[src/rtl/serial_add_pkg.sv]
// Shared types and sizing helpers for the bit-serial adder/deserializer.
package serial_add_pkg;

    typedef enum logic {
        ACCUM = 1'b0,
        HOLD  = 1'b1
    } state_e;

    localparam int DEF_WIDTH = 8;
    localparam int CNT_W     = $clog2(DEF_WIDTH);

    // Counter width for an arbitrary word length; never narrower than one bit.
    function automatic int cnt_width(input int width);
        return (width <= 2) ? 1 : $clog2(width);
    endfunction

endpackage

[src/rtl/serial_fa_cell.sv]
// Combinational full adder matching the standard-cell carry structure.
module serial_fa_cell (
    input  logic a,
    input  logic b,
    input  logic ci,
    output logic s,
    output logic co
);

    assign s  = a ^ b ^ ci;
    assign co = (a & b) | (a & ci) | (b & ci);

endmodule

[src/rtl/serial_add_deser.sv]
// Bit-serial add/subtract receiver: LSB-first bit pairs in, parallel word plus flags out.
module serial_add_deser
    import serial_add_pkg::*;
#(
    parameter int WIDTH  = 8,
    parameter bit SIGNED = 1'b0
) (
    input  logic             clk,
    input  logic             rst_n,
    input  logic             clr,
    input  logic             in_valid,
    output logic             in_ready,
    input  logic             in_a,
    input  logic             in_b,
    input  logic             in_sub,
    output logic             out_valid,
    input  logic             out_ready,
    output logic [WIDTH-1:0] out_sum,
    output logic             out_cout,
    output logic             out_ovf
);

    localparam int                 CW       = cnt_width(WIDTH);
    localparam logic [CW-1:0]      CNT_LAST = CW'(WIDTH - 1);

    state_e           state;
    logic [CW-1:0]    cnt;
    logic             carry;
    logic             sub;
    logic             cmsb;
    logic [WIDTH-1:0] sum_q;
    logic             cout_q;
    logic             ovf_q;

    logic first, last, fire;
    logic sub_now, bb, ci, s, co;

    assign in_ready  = (state == ACCUM);
    assign out_valid = (state == HOLD);
    assign fire      = in_valid & in_ready;
    assign first     = (cnt == '0);
    assign last      = (cnt == CNT_LAST);

    // Bit 0 takes the subtract mode and the +1 carry-in straight from the port.
    assign sub_now = first ? in_sub : sub;
    assign bb      = in_b ^ sub_now;
    assign ci      = first ? in_sub : carry;

    serial_fa_cell u_fa (
        .a  (in_a),
        .b  (bb),
        .ci (ci),
        .s  (s),
        .co (co)
    );

    always_ff @(posedge clk or negedge rst_n) begin
        if (!rst_n) begin
            state  <= ACCUM;
            cnt    <= '0;
            carry  <= 1'b0;
            sub    <= 1'b0;
            cmsb   <= 1'b0;
            sum_q  <= '0;
            cout_q <= 1'b0;
            ovf_q  <= 1'b0;
        end else if (clr) begin
            state <= ACCUM;
            cnt   <= '0;
            carry <= 1'b0;
        end else begin
            case (state)
                ACCUM: begin
                    if (fire) begin
                        sum_q <= {s, sum_q[WIDTH-1:1]};
                        carry <= co;
                        if (first) sub <= in_sub;
                        if (last) begin
                            cmsb   <= ci;
                            cout_q <= co;
                            ovf_q  <= SIGNED ? (ci ^ co) : (sub_now ? ~co : co);
                            state  <= HOLD;
                        end else begin
                            cnt <= cnt + 1'b1;
                        end
                    end
                end
                HOLD: begin
                    if (out_ready) begin
                        state <= ACCUM;
                        cnt   <= '0;
                        carry <= 1'b0;
                    end
                end
                default: state <= ACCUM;
            endcase
        end
    end

    assign out_sum  = sum_q;
    assign out_cout = cout_q;
    assign out_ovf  = ovf_q;

endmodule

[config.mk]
export PLATFORM = sky130hd
export DESIGN_NAME = serial_add_deser
export DESIGN_NICKNAME = d
export VERILOG_FILES = /design/src/rtl/serial_add_pkg.sv /design/src/rtl/serial_fa_cell.sv /design/src/rtl/serial_add_deser.sv
export SDC_FILE = /design/constraint.sdc
export NUM_CORES = 1
export LEC_CHECK = 0
export ABC_CLOCK_PERIOD_IN_PS = 3500
export CORE_MARGIN = 1.5
export CORE_UTILIZATION = 50
export CTS_CLUSTER_SIZE = 8
export DETAILED_ROUTE_END_ITERATION = 7
export DONT_BUFFER_PORTS = 1
export PLACE_DENSITY = 0.62
export SLEW_MARGIN = 20
export SYNTH_ARGS = -nofsm -noshare
export SYNTH_HDL_FRONTEND = slang
export SYNTH_SLANG_ARGS = --single-unit
[constraint.sdc]
create_clock -name clk -period 3.5 [get_ports clk]
set_input_delay 0.7 -clock clk [delete_from_list [all_inputs] [get_ports clk]]
set_output_delay 0.7 -clock clk [all_outputs]
set_load 0.02 [all_outputs]
==> flow_metrics.env <==
export IMPL_status="finished, final reports clean"
export IMPL_fin_skew_ns=0.00497
export IMPL_synthCells=67
export IMPL_htreeDepth=1
export IMPL_p_leak_nw=0.385
export IMPL_initialDrtViolationCount=3
export IMPL_dieWidth_um=43.5
export IMPL_ant_nets=0
export IMPL_drive_gt1_frac=0.246
export IMPL_required_ns=3.68
export IMPL_slew_violations=0
export IMPL_cp_end_kind="flop"
export IMPL_r2r_end="carry"
export IMPL_timing_rr_start="cnt[0]"
export IMPL_tightest_slew_ns=0.774
export IMPL_num_vias=483
export IMPL_port_buffers=0
export IMPL_drt_pass1_iter_count=3
export IMPL_clockBufferDepth=2
export IMPL_rows=14
export IMPL_finalHoldViolCount=0
export IMPL_regArea_um2=400
export IMPL_multi_input_area_um2=383
export IMPL_hold_ws_ns=0.0923
export IMPL_routed_wl_um=1260
export IMPL_relSlewSlack=0.482
export IMPL_power_density_nw_per_um2=651
export IMPL_initial_core_util=0.537
export IMPL_yosys_warnings=0
export IMPL_stdcell_count=85
export IMPL_cts_root_buf="clkbuf_4"
export IMPL_cts_inserted_buffers=3
export IMPL_vdd_drop_max_mv=0.385
export IMPL_post_cts_resized=0
export IMPL_dp_hpwl_um=947
export IMPL_viasPerCell=5.68
export IMPL_path_clk_slew_ns=0.10
export IMPL_tns_ns=0
export IMPL_die_area_um2=1890
export IMPL_cts_sinks=16
export IMPL_die_y_um=43.5
export IMPL_syn_area_um2=818
export IMPL_cts_setup_buffers=0
export IMPL_dp_cells=81
export IMPL_overflow=0
export IMPL_ff2ff_path_depth=9
export IMPL_areaGrowthSynthToFinish_pct=4.89
export IMPL_nFillCells=139
export IMPL_cts_hold_fix_buffers=0
export IMPL_antenna_found_initial=0
export IMPL_cts_tree="done"
export IMPL_synth_cell_type_count=25
export IMPL_critPathMaxFanout=3
export IMPL_layout_min_cycle_time_ns=2.18
export IMPL_grt_pass1_wl_um=2190
export IMPL_clock_latency_ns=0.29
export IMPL_critical_path_arrival_ns=2.36
export IMPL_synthesis_nets=79
export IMPL_critPathKind="flop to flop"
export IMPL_detail_route_wl_per_cell_um=14.8
export IMPL_grt_max_degree=17
export IMPL_ios=20
export IMPL_seq_area_frac_synth=0.489
export IMPL_grt_pass1_vias=480
export IMPL_rsz0062_at_grt="no"
export IMPL_synth_seq_cells=16
export IMPL_finalCritPeriodShare=0.622
export IMPL_final_nets=82
export IMPL_drv_cap=0
export IMPL_finalSetupViolCount=0
export IMPL_fmax_mhz=459
export IMPL_grtUsageTotal=0.165
export IMPL_worstSetupStartpointType="flop"
export IMPL_fp_coreArea_um2=1520
export IMPL_drc=0
export IMPL_fin_util=0.563
export IMPL_syn_avg_cell_area_um2=12.2
export IMPL_fin_ws_ns=1.32
export IMPL_num_antenna_cells=0
export IMPL_place_congestion=0.722
export IMPL_holdCritPathClass="primary input to async pin"
export IMPL_pre_cts_slack_ns=1.26
export IMPL_reg2reg_slack_ns=1.32
## worst max-delay path, cell delays in order, from the launching register on
cell,delay [ns]
dfrtp_1,0.38
inv_1,0.06
ha_1,0.20
and3b_1,0.21
a21oi_1,0.28
xnor2_1,0.14
fa_1,0.41
mux2_2,0.27
nand2_1,0.06
a21oi_1,0.06
## worst max path at each step
stage / cells past startpoint / startpoint / endpoint / slack, ns
2_1_floorplan: 7 / in_sub / carry / 1.38
6_report: 9 / cnt[0] / carry / 1.32
3_5_place_dp: 7 / in_sub / carry / 1.26
3_3_place_gp: 7 / in_sub / carry / 1.27
5_1_grt: 9 / cnt[0] / carry / 1.11
4_1_cts: 9 / cnt[0] / carry / 1.31
## where the power goes
group / internal, mW / switching, mW / total, mW
Sequential: 0.239 / 0.103 / 0.342
Combinational: 0.0574 / 0.0375 / 0.0949
Clock: 0.0633 / 0.0584 / 0.122
Total: 0.360 / 0.199 / 0.559
## layout by cell type, fill, tap and decap left out, drive strengths merged
| cell | netlist | layout |
|---|---|---|
| a2111o | 1 | 1 |
| a21o | 1 | 1 |
| a21oi | 5 | 5 |
| and3b | 1 | 1 |
| clkbuf | 0 | 4 |
| dfrtp | 16 | 16 |
| fa | 1 | 1 |
| ha | 3 | 3 |
| inv | 5 | 5 |
| mux2 | 9 | 9 |
| mux2i | 2 | 2 |
| nand2 | 5 | 5 |
| nand2b | 3 | 3 |
| nand3 | 2 | 2 |
| nand3b | 1 | 1 |
| nand4bb | 1 | 1 |
| nor2 | 2 | 2 |
| nor3b | 1 | 1 |
| o211ai | 1 | 1 |
| o21ai | 3 | 3 |
| or4 | 1 | 1 |
| xnor2 | 1 | 1 |
## flip-flops by register name, summed over array words and instances (netlist names)
name	count
out_ovf	1
cnt	3
out_sum	8
sub	1
carry	1
out_valid	1
out_cout	1
## routing by layer
metal | vias up | track usage | wire (um)
li1 | 240 | - | -
met1 | 225 | 0.221 | 625
met2 | 14 | 0.224 | 533
met3 | 4 | 0.0458 | 70
met4 | 0 | 0.127 | 33
met5 | - | 0 | 0
## cell families (layout without fill, tap and decap cells)
family / Yosys count / in the layout / synth area share
AOI/OAI and AO/OA: 11 / 11 / 0.0871
xor gates and xnor gates: 1 / 1 / 0.0107
adders and majority gates: 4 / 4 / 0.0703
buffers and inverters: 7 / 9 / 0.0428
DFF: 16 / 16 / 0.489
muxes: 11 / 11 / 0.148
and+or+nand+nor: 17 / 17 / 0.151
## layout make-up
type | count | area share
Clock buffer | 4 | 0.0423
Sequential cell | 16 | 0.466
Multi-Input combinational cell | 44 | 0.446
Tap cell | 16 | 0.0233
Inverter | 5 | 0.0219
## cell usage after synthesis, drive strengths merged
cell type,instances,area share
xnor2,1,0.011
nand2b,3,0.023
or4,1,0.0092
o21ai,3,0.018
inv,5,0.023
o211ai,1,0.015
a21oi,5,0.031
mux2i,2,0.024
and3b,1,0.011
nand4bb,1,0.034
mux2,9,0.12
buf,2,0.020
fa,1,0.024
ha,3,0.046
nor3b,1,0.015
nand3b,1,0.0092
a2111o,1,0.014
nand2,5,0.023
a21o,1,0.0092
dfrtp,16,0.49
nor2,2,0.0092
nand3,2,0.018
## metrics by stage
step	total power, mW	area [um2]
6_report	0.559	858
5_1_grt	0.590	858
3_5_place_dp	0.444	822
2_1_floorplan	0.422	818
3_3_place_gp	0.442	822
4_1_cts	0.568	858
(Power assumes the default switching activity.)
